[config.mk]
export PLATFORM = sky130hd
export DESIGN_NAME = blake2s_msg_ctrl
export DESIGN_NICKNAME = d
export VERILOG_FILES = /design/src/rtl/blake2_pkg.sv /design/src/rtl/blake2_digest_tap.sv /design/src/rtl/blake2s_msg_ctrl.sv
export SDC_FILE = /design/constraint.sdc
export NUM_CORES = 1
export LEC_CHECK = 0
export BUFFER_PORTS_ARGS = -buffer_cell sky130_fd_sc_hd__buf_2
export CORE_MARGIN = 2
export CORE_UTILIZATION = 26
export CTS_CLUSTER_SIZE = 24
export DETAILED_ROUTE_END_ITERATION = 16
export GPL_ROUTABILITY_DRIVEN = 0
export GPL_TIMING_DRIVEN = 1
export PLACE_DENSITY_LB_ADDON = 0.08
export SLEW_MARGIN = 10
export SYNTH_ARGS = -nofsm -noshare
export SYNTH_HDL_FRONTEND = slang
export SYNTH_SLANG_ARGS = --single-unit
[constraint.sdc]
create_clock -name clk -period 4.4 [get_ports clk]
set_input_delay 0.22 -clock clk [delete_from_list [all_inputs] [get_ports clk]]
set_output_delay 0.22 -clock clk [all_outputs]
set_load 0.05 [all_outputs]
[src/rtl/blake2_pkg.sv]
// blake2_pkg: shared constants and state type for the BLAKE2s message sequencer
package blake2_pkg;
    localparam int BB         = 64;
    localparam int NN_MAX     = 32;
    localparam int NN_DEFAULT = 32;
    typedef enum logic [2:0] {S_IDLE, S_LOAD, S_PAD, S_WAIT, S_OUT} state_t;
endpackage

[src/rtl/blake2_digest_tap.sv]
// blake2_digest_tap: counts nn digest bytes off the core from the start pulse and forwards them registered
module blake2_digest_tap (
    input  logic       clk,
    input  logic       nreset,
    input  logic       start,
    input  logic [5:0] nn,
    input  logic [7:0] h,
    output logic       valid,
    output logic [7:0] data,
    output logic       last
);
    logic       active;
    logic       fire;
    logic       end_b;
    logic [5:0] oc;
    logic [5:0] cnt;
    assign fire  = start | active;
    assign cnt   = start ? '0 : oc;
    assign end_b = cnt == nn - 6'd1;
    always_ff @(posedge clk or negedge nreset) begin
        if (!nreset) begin
            active <= 1'b0;
            oc     <= '0;
            valid  <= 1'b0;
            data   <= '0;
            last   <= 1'b0;
        end else begin
            valid  <= fire;
            data   <= fire ? h : '0;
            last   <= fire & end_b;
            oc     <= fire ? cnt + 6'd1 : oc;
            active <= fire & ~end_b;
        end
    end
endmodule

[src/rtl/blake2s_msg_ctrl.sv]
// blake2s_msg_ctrl: frames a byte stream into zero-padded 64-byte blocks for the blake2s core and returns the digest
module blake2s_msg_ctrl #(
    parameter int BB     = blake2_pkg::BB,
    parameter int NN_MAX = blake2_pkg::NN_MAX
) (
    input  logic                  clk,
    input  logic                  nreset,
    input  logic                  cmd_valid_i,
    output logic                  cmd_ready_o,
    input  logic [63:0]           cmd_ll_i,
    input  logic [5:0]            cmd_nn_i,
    input  logic                  in_valid_i,
    output logic                  in_ready_o,
    input  logic [7:0]            in_data_i,
    output logic                  out_valid_o,
    output logic [7:0]            out_data_o,
    output logic                  out_last_o,
    output logic [7:0]            core_kk_o,
    output logic [7:0]            core_nn_o,
    output logic [63:0]           core_ll_o,
    output logic                  core_first_o,
    output logic                  core_last_o,
    output logic                  core_data_v_o,
    output logic [$clog2(BB)-1:0] core_idx_o,
    output logic [7:0]            core_data_o,
    input  logic                  core_finished_i,
    input  logic [7:0]            core_h_i
);
    import blake2_pkg::*;
    localparam int IW = $clog2(BB);
    state_t        state;
    logic [63:0]   rem;
    logic [IW-1:0] idx;
    logic          first;
    logic          last;
    logic [5:0]    nn_q;
    logic [5:0]    nn_c;
    logic          cmd_fire;
    logic          in_fire;
    logic          idx_end;
    logic          tap_start;
    assign cmd_ready_o  = state == S_IDLE;
    assign in_ready_o   = state == S_LOAD;
    assign cmd_fire     = cmd_valid_i & cmd_ready_o;
    assign in_fire      = in_valid_i & in_ready_o;
    assign idx_end      = idx == IW'(BB - 1);
    assign tap_start    = (state == S_WAIT) & core_finished_i & last;
    assign nn_c         = (cmd_nn_i == '0 || cmd_nn_i > 6'(NN_MAX)) ? 6'(NN_MAX) : cmd_nn_i;
    assign core_kk_o    = '0;
    assign core_nn_o    = {2'b00, nn_q};
    assign core_first_o = first;
    assign core_last_o  = last;
    always_ff @(posedge clk or negedge nreset) begin
        if (!nreset) begin
            state         <= S_IDLE;
            rem           <= '0;
            idx           <= '0;
            first         <= 1'b0;
            last          <= 1'b0;
            nn_q          <= 6'(NN_DEFAULT);
            core_ll_o     <= '0;
            core_data_v_o <= 1'b0;
            core_idx_o    <= '0;
            core_data_o   <= '0;
        end else begin
            core_data_v_o <= 1'b0;
            case (state)
                S_IDLE: if (cmd_fire) begin
                    core_ll_o <= cmd_ll_i;
                    nn_q      <= nn_c;
                    rem       <= cmd_ll_i;
                    idx       <= '0;
                    first     <= 1'b1;
                    last      <= cmd_ll_i <= 64'(BB);
                    state     <= cmd_ll_i != '0 ? S_LOAD : S_PAD;
                end
                // a block wrap wins over end-of-message so exact multiples of 64 skip PAD
                S_LOAD: if (in_fire) begin
                    core_data_v_o <= 1'b1;
                    core_idx_o    <= idx;
                    core_data_o   <= in_data_i;
                    idx           <= idx + IW'(1);
                    rem           <= rem - 64'd1;
                    state         <= idx_end ? S_WAIT : rem == 64'd1 ? S_PAD : S_LOAD;
                end
                S_PAD: begin
                    core_data_v_o <= 1'b1;
                    core_idx_o    <= idx;
                    core_data_o   <= '0;
                    idx           <= idx + IW'(1);
                    state         <= idx_end ? S_WAIT : S_PAD;
                end
                S_WAIT: if (core_finished_i) begin
                    first <= 1'b0;
                    last  <= ~last & (rem <= 64'(BB));
                    idx   <= '0;
                    state <= last ? S_OUT : S_LOAD;
                end
                S_OUT: state <= out_last_o ? S_IDLE : S_OUT;
                default: state <= S_IDLE;
            endcase
        end
    end
    blake2_digest_tap u_tap (
        .clk    (clk),
        .nreset (nreset),
        .start  (tap_start),
        .nn     (nn_q),
        .h      (core_h_i),
        .valid  (out_valid_o),
        .data   (out_data_o),
        .last   (out_last_o)
    );
endmodule

==> results of run 1 <==
state kept, by name, summed over array words and instances (netlist names):
name           cells
core_data_o        8
core_data_v_o      1
core_first_o       1
core_idx_o         6
core_last_o        1
core_ll_o         64
idx                6
nn_q               6
rem               64
state              3
u_tap.active       1
u_tap.data         8
u_tap.last         1
u_tap.oc           6
u_tap.valid        1
what timing repair did:
action / CTS / global route
gates resized for setup: 0 / 0
hold buffers: 14 / 0
hold endpoints to repair: 105 / 0
endpoints found under the setup margin: 0 / 0
final cells by class:
cell class | instances | area, um2
timing repair buffer | 216 | 1190
inverter | 12 | 45.0
clock buffer | 19 | 433
clock inverter | 13 | 174
multi-input combinational | 750 | 3990
tap | 442 | 553
antenna | 1 | 2.50
fill | 3519 | 21900
sequential | 177 | 4430
final timing paths:
path	endpoint	slack, ns	depth (start not counted)
max in group asynchronous	core_ll_o[61]	2.82	3
min in group asynchronous	core_idx_o[0]	0.42	2
max	rem[63]	1.38	6
max reg2reg	rem[63]	1.38	6
min	core_ll_o[43]	0.02	3
min reg2reg	core_idx_o[2]	0.46	2
per-layer routing:
metal	share of wire	track usage
met5	0	0
met4	0.0095	0.0397
met3	0.050	0.0323
met2	0.46	0.261
met1	0.48	0.241
worst register-to-register path: stages (launching register included):
cell     delay, ns
dfrtp_1       0.42
nor4_1        0.37
nand4_1       0.54
nor4_4        0.74
nand4_1       0.26
or4_1         0.44
a31oi_1       0.17
logic make-up (layout without fill, tap and decap cells):
kind of cell    after synthesis  in the layout  synth area share
compound gates              171            171             0.128
xor+xnor                     11             11            0.0111
fa+ha+maj                     5              5           0.00722
buf+inv                      67            260            0.0352
flops                       177            177             0.511
mux                          15             15            0.0176
other cells                   1             11          0.000432
simple gates                538            538             0.290
cells in the final DEF, fill, tap and decap left out, types with 13 or more instances in the layout:
master | Yosys | routed
nand2_1 | 285 | 284
buf_2 | 1 | 188
dfrtp_1 | 176 | 176
nor2_1 | 63 | 63
a21oi_1 | 45 | 45
o21ai_0 | 42 | 42
nand3_1 | 37 | 37
nor4_1 | 29 | 29
nor3_1 | 25 | 25
o311ai_0 | 20 | 20
o211ai_1 | 19 | 19
clkbuf_16 | 0 | 17
nand4_1 | 16 | 16
dlygate4sd3_1 | 0 | 14
or4_1 | 13 | 13
mux2i_1 | 13 | 13
buf_4 | 11 | 13
stage by stage:
stage | setup WS [ns] | total power, mW | hold WS [ns] | utilization | cell area (um2)
after global routing | 1.11 | 9.10 | 0.00899 | 0.331 | 10800
after CTS | 1.39 | 8.58 | 0.000302 | 0.331 | 10800
after detailed placement | 1.40 | 6.92 | 0.379 | 0.308 | 10100
final | 1.38 | 8.49 | 0.0164 | 0.331 | 10800
after global placement | 1.38 | 6.91 | 0.382 | 0.308 | 10100
after floorplan | 1.27 | 5.79 | -0.0756 | - | 8700
report_power, final:
part	internal [mW]	total, mW	leakage [nW]	switching (mW)
Sequential	2.33	2.97	2.21	0.638
Combinational	1.08	3.90	2.70	2.82
Clock	0.906	1.62	0.286	0.712
==> run summary, run 1 <==
The top cell type's share of synthesized area came out at 0.508. The via count of the first global-routing pass came out at ~8000. The final worst-path cycle share came out at 0.687.

The detailed-routing iteration count for the pre-antenna-repair pass is 5. After synthesis, the cell types taking the most area are dfrtp_1 51%, nand2_1 12%, nor2_1 2.7%. The detailed-placement wirelength estimate came out at roughly 20000 um. The kind of critical path is register to register. The tree is rooted in a clkbuf_16.

The total clock buffers created by CTS came out at 17. The area enclosed by the die boundary is 34800 um2. The maximum fanout along the worst path came out at 11. The routed layout has 7967 vias. The number of top-level design ports is 200. Yosys instantiated no cell more often than nand2_1. The DRC violations left is 0. The clock tree from TritonCTS is done.

STA classifies the critical path startpoint as a register. The async set-reset flop share out of synthesis came out at 1.00. The final sum of negative setup slack came out at 0 ns. Ranked by instance count, the synthesized netlist is headed by 285 x nand2_1, 176 x dfrtp_1, 63 x nor2_1. The region available for standard cell placement spans between 30000 and 40000 um2.

The share of the Yosys chip area taken by registers is 0.511. The first routing iteration left 500 violations. For this run, the leading register cell type out of synthesis is dfrtp_1. Buffers added to address setup during post-CTS repair amount to 0. Data on the critical path is required at its endpoint by about 4.8 ns. Yosys printed 0 warnings.

At the pin with the least slew margin, the transition time is a little over 0.9 ns. The total buffers and inverters traversed by the critical path is 0. The number of routed nets with antenna violations is 0.

At the worst endpoint, the arrival time is 3.38 ns. The post-synthesis instance area came out at between 8000 and 9000 um2. Using the TritonRoute via totals, the vias-per-cell ratio works out to roughly 4.9.

The die extent in y is 187 um. The clock period minus worst slack came out at around 3.0 ns. The worst hold path belongs to the class primary input to register.

The buffer levels on the longest clock path came out at 2. The most critical setup path has its startpoint at rem[17]. After the flow finishes, the layout carries non-filler instances totaling between 1500 and 2000. Synthesis handed over a netlist of between 900 and 1000 instances.

The count of flip-flops with a built-in enable after synthesis is 0. The slowest stage of the critical path is the nor4_4 cell. The power density over the cells is just under 800 nW/um2. Setup repair after global routing left no endpoint under its margin. The synthesized flop and latch total is 177. The total setup violations reported at the end of the flow is 0. The wire length of the first global-routing pass came out at roughly 46000 um. The total instance count after detailed placement is about 1600. The area growth from synthesis to layout came out at 24.8%.

The horizontal extent of the die is 187 um. In this run the tightest slew margin relative to its limit is 0.379. The number of nets in the finished design came out at 1270. The aggregate global routing overflow is 0. The most used cell along the critical path is nand4_1.

Port buffering added around 190 buffers. In this run the core area contains 66 standard-cell rows. The number of hold violations in the final report came out at 0. Entering global routing, the biggest net connects 95 pins. A synthesized cell averages about 8.8 um2.

The worst setup path is captured at a register. Clock skew on the completed layout was measured at between 0.015 and 0.02 ns. The share of post-route cells with drive strength above 1 is 0.214. For this design the static power due to leakage is about 5.2 nW. The routed length per placed instance came out at ~18 um.

The critical path's largest stage delay came out at roughly 0.74 ns. Clock-pin slew was measured on the worst setup and hold paths at 0.07 ns. The count of clock tree sinks is between 150 and 200. The critical path goes through nor4_1 -> nand4_1 -> nor4_4 -> nand4_1 -> or4_1 -> a31oi_1. The max-slew violation count came out at 0. The worst voltage drop across the vdd grid came out at approximately 0.30 mV. The overall global routing resource usage came out at 0.168.

In this run the critical register-to-register path is launched from rem[17]. The later pin in the worst-skew pair is clocked with a latency of around 0.44 ns. The flow ran to the end, and the final reports show no timing, DRC or antenna violations. The depth of the CTS H-tree came out at 4. The worst hold path begins at cmd_ll_i[43]. The wire length after detailed routing is ~29000 um. The synthesized design spends more area on one cell type than any other, namely dfrtp_1. The number of antenna violations at the first check in global routing is 0.

The highest clock rate is between 300 and 400 MHz. Across the run, the number of max-cap violations was 0. For this configuration, the core starts out at a cell density of 0.265. The family with the most delay on the worst path is simple AND/OR/NAND/NOR gates. The number of distinct library cells after synthesis came out at 57.
Power figures use the tool's default switching activity.
==> run 2, diff against run 1 <==
Settings changed: ABC_AREA set to 1.
Clock period 4.4 ns to 2.7 ns, I/O delays scaled along.
==> run 2 against run 1 <==
Non-clock buffer count up 60. First-iteration DRC count up 21%. Critical path type is now register to output port. Flip-flop and latch count unchanged. Utilization up 0.56 points. Global-route usage up 1.7 points. Cell area up 21%. Critical endpoint is now in_ready_o.
==> run summary, run 2 <==
The area growth from synthesis to layout came out at 27.3%. The number of standard-cell rows in the floorplan is 72 (+9.1%). The worst hold path begins at cmd_ll_i[28]. The aggregate global routing overflow came out at 0 (unchanged). Leaving out fill and tap cells, the most frequent cell in the layout is nand2_1. The overall global routing resource usage is 0.186 (+0.0173). The leakage power summed over all cells is 6.57 nW (+27%). The core outline area is 38800 um2 (+19%). The async set-reset flop share out of synthesis was 1.00 (unchanged). After synthesis, the cell types taking the most area are dfrtp_1 43%, nand2_1 19%, nor2_1 7.6%.

The post-cts gate resize count is 0 (unchanged). The number of standard cells in the layout, taps in and fillers out came out at 2241 (+37%). The max-slew violation count is 0 (unchanged). The number of hold violations in the final report is 0 (unchanged).

The number of distinct library cells after synthesis came out at 44 (-23%). The power density over the cells came to 1150 nW/um2 (+46%). The most common cell in the synthesized netlist is nand2_1. CTS placed an instance of clkbuf_16 at the clock tree root. The average footprint of a synthesized cell came out at 7.03 um2 (-20%).

The area enclosed by the die boundary was 41100 um2 (+18%). Leaving out fill and tap cells, the most frequent cells in the layout are 525 x nand2_1, 209 x nor2_1, 188 x buf_2, 176 x dfrtp_1, 135 x inv_1. The max-capacitance violation count is 0 (unchanged). The flip-flop cell with the highest count after synthesis is dfrtp_1. STA classifies the critical path endpoint as an output port.

Counting instances in the post-synthesis netlist gives the leading cell types as 525 x nand2_1, 209 x nor2_1, 176 x dfrtp_1. The slack of the worst reg-to-reg path came out at 0.58 ns (-0.80 ns). The total of fill cells in the finished design came to 4232 (+20%). The top cell type's share of synthesized area came to 0.429 (-0.0788). The number of antenna violations at the first check in global routing is 1 (+1). The cell depth of the worst min-delay path is 3 (unchanged). Dividing the final minimum period by the clock period gives 0.817.

The starting utilization of the core area was 0.264 (-0.000844). The total instance count after detailed placement came out at 2133 (+35%). The reported net switching power came out at 7.67 mW (+84%). The part of the power in registers came to 0.318 (-0.031). The path with the worst hold slack has its endpoint at core_ll_o[28]. The cell area after placement is 11700 um2 (+16%). The synthesized flop and latch total is 177 (unchanged). The count of flip-flops with a built-in enable after synthesis is 0 (unchanged). The worst setup skew after layout is 0.0157 ns (-0.000138 ns). The capturing point of the worst reg2reg path is rem[3].

The total clock buffers created by CTS came out at 17 (unchanged). Static timing analysis puts the maximum clock frequency at 453 MHz. The count of routing violations after the opening detailed-route iteration came out at 605 (+21%).

The per-cell via count in the routed design was 4.45 (-8.9%). The DRC violations left was 0 (unchanged). The smallest hold slack came out at 0.00816 ns (-0.00823 ns). The worst path arrival time came out at 2.07 ns (-1.31 ns). The post-synthesis instance area is 10300 um2 (+18%).

The logic depth of the worst register-to-register path is 8 (+2). The detailed-routing iteration count for the pre-antenna-repair pass is 5 (unchanged). The worst voltage drop across the vdd grid came to 0.686 mV (+130%).

The proportion of power drawn by the clock network is 0.179 (-0.012). The buffer levels on the longest clock path came out at 2 (unchanged). The number of buffers added on ports came out at 189 (unchanged). The required time of the critical path came to 2.57 ns (-2.19 ns). The wire length after detailed routing is 37700 um (+28%). The share of post-route cells with drive strength above 1 is 0.167 (-0.0473). The worst setup slack after layout came out at 0.494 ns (-0.885 ns). The die extent in y was 203 um (+8.6%). The detailed-placement wirelength estimate is 28100 um (+38%). The setup slack after placement came out at 0.501 ns (-0.895 ns). The cell-internal power is 7.30 mW (+69%). Setup repair after global routing left no endpoint under its margin. The final sum of negative setup slack came out at 0 ns (unchanged).

The routed length per placed instance is 16.8 um (-6.6%). The number of routed nets with antenna violations is 0 (unchanged). The total power was 15.0 mW (+76%).

The horizontal extent of the die is 203 um (+8.6%). The clock period minus worst slack came out at 2.21 ns. The number of top-level design ports is 200 (unchanged). The clock tree from TritonCTS is done. dfrtp_1 takes more of the synthesized area than any other cell.

The depth of the CTS H-tree is 4 (unchanged). The normalized max-slew margin is 0.431 (+0.0515). The clock input transition at the sequential cells of the worst setup and hold paths is 0.07 ns (about the same). The final instance area came out at 13100 um2 (+21%). The slew of the pin with the lowest slew margin is 0.853 ns (-0.0641 ns). The startpoint identified for the worst register-to-register timing path is state[0]. The synthesized instance count came to 1459 (+48%). The maximum fanout along the worst path came out at 73 (+62).

The total number of yosys warnings came out at 0 (unchanged). The detailed-route via count came out at 9975 (+25%). The largest registers in the layout are core_ll_o x64, rem x64. The share of the core filled with cells in the final layout was 0.337 (+0.00556). The source-to-sink clock delay at the later pin of the worst-skew pair is 0.46 ns (+0.02 ns). The combinational share of power came out at 0.504 (+0.044). The number of nets in the finished design is 1805 (+42%). The switching share of power was 0.513 (+0.0208).

The wire length of the first global-routing pass came out at 58300 um (+26%). The via count of the first global-routing pass is 10100 (+29%). The register area share after synthesis was 0.432 (-0.0792). The pin count of the biggest net entering global routing is 74 (-22%). The total setup violations reported at the end of the flow came out at 0 (unchanged).

STA classifies the critical path startpoint as a register. The flow ran to the end, and the final reports show no timing, DRC or antenna violations. The count of clock tree sinks is 177 (unchanged).

The path class of the lowest-slack min-delay path is primary input to register. The critical path in this run is classified as register to output port.
==> run 2: metal layers <==
layer,vias up,track usage,wire (um)
met2,175,0.311,18000
met4,0,0.0441,474
met3,24,0.0356,1440
met5,-,0,0
li1,5068,-,-
met1,4708,0.247,17800
==> run 2: timing repair <==
item | CTS | global route
endpoints found under the hold margin | 126 | 0
hold buffers | 75 | 0
setup buffers | 0 | 0
==> run 2: layout make-up <==
type | instances | area, um2 | area share
well taps | 518 | 648 | 0.0496
clock buffers | 19 | 443 | 0.0339
repair buffers | 276 | 1850 | 0.141
flip-flops and latches | 177 | 4430 | 0.339
multi-input cells | 1095 | 5000 | 0.383
clock inverters | 13 | 161 | 0.0124
diodes | 1 | 2.50 | 0.000192
inverters | 142 | 536 | 0.0410
==> run 2: worst max path at each step <==
stage,startpoint,to,cells after the start
floorplan,nn_q[0],u_tap.active,8
global placement,state[0],rem[3],8
detailed placement,state[0],rem[3],8
CTS,state[1],in_ready_o,5
global route,state[1],in_ready_o,5
finish,state[1],in_ready_o,5
==> run 2: worst max-delay path, cell delays in order, from the launching register on <==
cell     delay [ns]
dfrtp_1        0.42
nor2_2         0.16
nand2_4        0.18
inv_2          0.15
buf_12         0.32
buf_2          0.35
==> run 2: cells by family after synthesis <==
family / count (synthesis) / synth area share
flops: 177 / 0.432
other cells: 1 / 0.000365
fa+ha+maj: 5 / 0.00610
xor+xnor: 16 / 0.0137
compound gates: 164 / 0.0901
mux: 1 / 0.00110
buf+inv: 196 / 0.0844
simple gates: 899 / 0.373
==> run 2: power groups by stage <==
stage                     Clock [mW]  Combinational [mW]  Sequential, mW
after floorplan                    0                3.65            6.55
after global placement             0                7.49            4.80
after detailed placement           0                7.55            4.79
after CTS                       2.77                7.64            4.76
after global routing            2.87                8.33            4.93
final                           2.67                7.54            4.75
==> run 3, diff against run 2 <==
Clock period 2.7 ns to 1.92 ns, I/O delays scaled along.
==> run 3 against run 2 <==
Clock skew fell by 0.0063 ns. Cell area rose by 6.4%. Global-route usage rose by 0.82 points. Sequential power is 39% higher. Clock-buffer cell count stayed put. Hold slack gained 0.0097 ns. Register-to-register slack got worse by 0.44 ns. Routed wire length rose by 3.1%. Final cell count up 3.1%. Utilization rose by 2.1 points. Die area unchanged. Clock power increased by 47%. Critical endpoint is now rem[61]. Largest cell class unchanged. Largest power group unchanged.
==> run summary, run 3 (synthesis gave the netlist of run 2 again) <==
The core outline area came to 38800 um2 (unchanged). The DRC violations left is 0 (unchanged). The worst setup path is launched from a register. The worst path in the final design needs a cycle of between 1.5 and 2 ns, including I/O delays and setup. The leakage power summed over all cells is 7.01 nW (+6.7%). The number of routed nets with antenna violations came out at 0 (unchanged). The worst setup skew after layout is 0.00941 ns (-0.00627 ns). The required time of the critical path was 2.31 ns (-0.26 ns). The run finished with clean final reports. The total setup violations reported at the end of the flow is 0 (unchanged). Setup repair after global routing could not meet its margin everywhere. The maximum fanout along the worst path came out at 74 (+1.4%).

The power density over the cells was 1600 nW/um2 (+40%). The die extent in y is 203 um (unchanged). The starting utilization of the core area came out at 0.264 (unchanged). TritonCTS built the clock tree.

The largest registers in the layout are core_ll_o x64, rem x64. The cell area after placement was 12200 um2 (+4.3%). The final instance area is 13900 um2 (+6.4%). The buffer levels on the longest clock path is 2 (unchanged). The count of clock tree sinks is 177 (unchanged). Leaving out fill and tap cells, the most frequent cells in the layout are 521 x nand2_1, 187 x nor2_1, 187 x buf_2, 175 x dfrtp_1, 135 x inv_1. The via count of the first global-routing pass was 10400 (+3.1%). The slew of the pin with the lowest slew margin came out at 0.521 ns (-0.332 ns). The highest clock rate is 561 MHz. The total clock buffers created by CTS came out at 17 (unchanged). The worst path arrival time came out at 2.18 ns (+0.11 ns). The detailed-placement wirelength estimate came out at 29100 um (+3.4%). The number of nets in the finished design is 1875 (+3.9%). The depth of the CTS H-tree is 4 (unchanged).

The final worst-path cycle share came out at 0.928. The max-slew violation count is 0 (unchanged). The overall global routing resource usage is 0.194 (+0.00822). The pin count of the biggest net entering global routing was 75 (+1.4%).

The max-capacitance violation count came out at 0 (unchanged). The routed length per placed instance came to 16.8 um (about the same). The aggregate global routing overflow came out at 0 (unchanged).

The final sum of negative setup slack is 0 ns (unchanged). The share of the core filled with cells in the final layout was 0.358 (+0.0214). The number of antenna violations at the first check in global routing came to 1 (unchanged). The number of hold violations in the final report came out at 0 (unchanged).

The detailed-route via count is 10200 (+2.7%). The wire length of the first global-routing pass came out at 60800 um (+4.3%). The worst setup path is of the register to register kind. The most frequent standard cell in the layout excluding fill and tap cells is nand2_1. The number of buffers added on ports was 189 (unchanged). The critical path capture point type is a register. The worst voltage drop across the vdd grid came out at 1.16 mV (+70%). In this run the clock root is driven by a clkbuf_16. The normalized max-slew margin is 0.653 (+0.222).

The area growth from synthesis to layout is 35.4%. The number of standard-cell rows in the floorplan came to 72 (unchanged). The total power is 22.3 mW (+49%).

The wire length after detailed routing came out at 38900 um (+3.1%). The source-to-sink clock delay at the later pin of the worst-skew pair is 0.46 ns (about the same). The share of post-route cells with drive strength above 1 came out at 0.209 (+0.0426).

The area enclosed by the die boundary is 41100 um2 (unchanged). The path class of the lowest-slack min-delay path is primary input to register. The clock input transition at the sequential cells of the worst setup and hold paths is 0.07 ns (about the same). The count of routing violations after the opening detailed-route iteration came to 672 (+11%).

The horizontal extent of the die was 203 um (unchanged). The detailed-routing iteration count for the pre-antenna-repair pass came out at 5 (unchanged). The per-cell via count in the routed design is 4.43 (-0.43%).

The number of top-level design ports is 200 (unchanged).
## run 3: cell count changes in the layout (fill, tap and decap cells not counted), moves of 4 or more
| cell | before | now |
|---|---|---|
| nor2_1 | 209 | 187 |
| dlygate4sd3_1 | 75 | 85 |
| nand2_2 | 11 | 15 |
| nor2_2 | 14 | 33 |
| buf_12 | 4 | 11 |
| buf_4 | 8 | 59 |
| nand2_1 | 525 | 521 |
## run 3: final timing paths
| path | from | depth (start not counted) | end | slack (ns) |
|---|---|---|---|---|
| setup / recovery | state[1] | 8 | rem[61] | 0.14 |
| hold reg to reg | core_first_o | 2 | core_first_o | 0.48 |
| min in group asynchronous | nreset | 2 | core_ll_o[22] | 0.17 |
| setup reg to reg | state[1] | 8 | rem[61] | 0.14 |
| hold / removal | cmd_ll_i[30] | 3 | core_ll_o[30] | 0.02 |
| max in group asynchronous | nreset | 3 | core_idx_o[0] | 1.06 |
## run 3: final cells by class
| class | count | area [um2] |
|---|---|---|
| Fill cell | 4188 | 24900 |
| Multi-Input combinational cell | 1095 | 5080 |
| Sequential cell | 177 | 4430 |
| Timing Repair Buffer | 346 | 2560 |
| Tap cell | 518 | 648 |
| Inverter | 142 | 538 |
| Clock buffer | 19 | 443 |
| Clock inverter | 13 | 196 |
| Antenna cell | 1 | 2.50 |
## run 3: per-layer routing
layer	share of wire	routed length, um	track usage
met3	0.035	1370	0.0340
met2	0.48	18800	0.327
met4	0.012	451	0.0430
met5	0	0	0
met1	0.47	18200	0.259
## run 3: critical path, cell delays in order, from the launching register on
cell	delay (ns)
dfrtp_1	0.42
nor2_1	0.15
nand2_1	0.08
inv_1	0.17
nand2_4	0.11
buf_12	0.23
o21ai_0	0.38
nand2_1	0.10
nand2_1	0.06
## run 3: per-stage QoR
stage          std cells  hold slack (ns)  setup WS, ns
2_1_floorplan       1468           -0.200         0.126
4_1_cts             2308          0.00511        0.0304
6_report            2311           0.0178         0.138
3_5_place_dp        2189            0.113        0.0457
3_3_place_gp        2189            0.111        0.0549
5_1_grt             2310           0.0153       -0.0244
## run 3: repair_timing
item                                    in CTS  in global routing
endpoints found under the setup margin       1                 35
endpoints found under the hold margin      150                  0
cloned                                       2                  0
pin swaps                                    0                  2
setup buffers                                0                  2
gates resized for setup                      2                 33
hold buffers                                85                  0
## run 3: report_power, final
group | switching (mW) | internal [mW]
clock network | 1.69 | 2.24
registers | 1.34 | 5.27
logic | 8.14 | 3.60
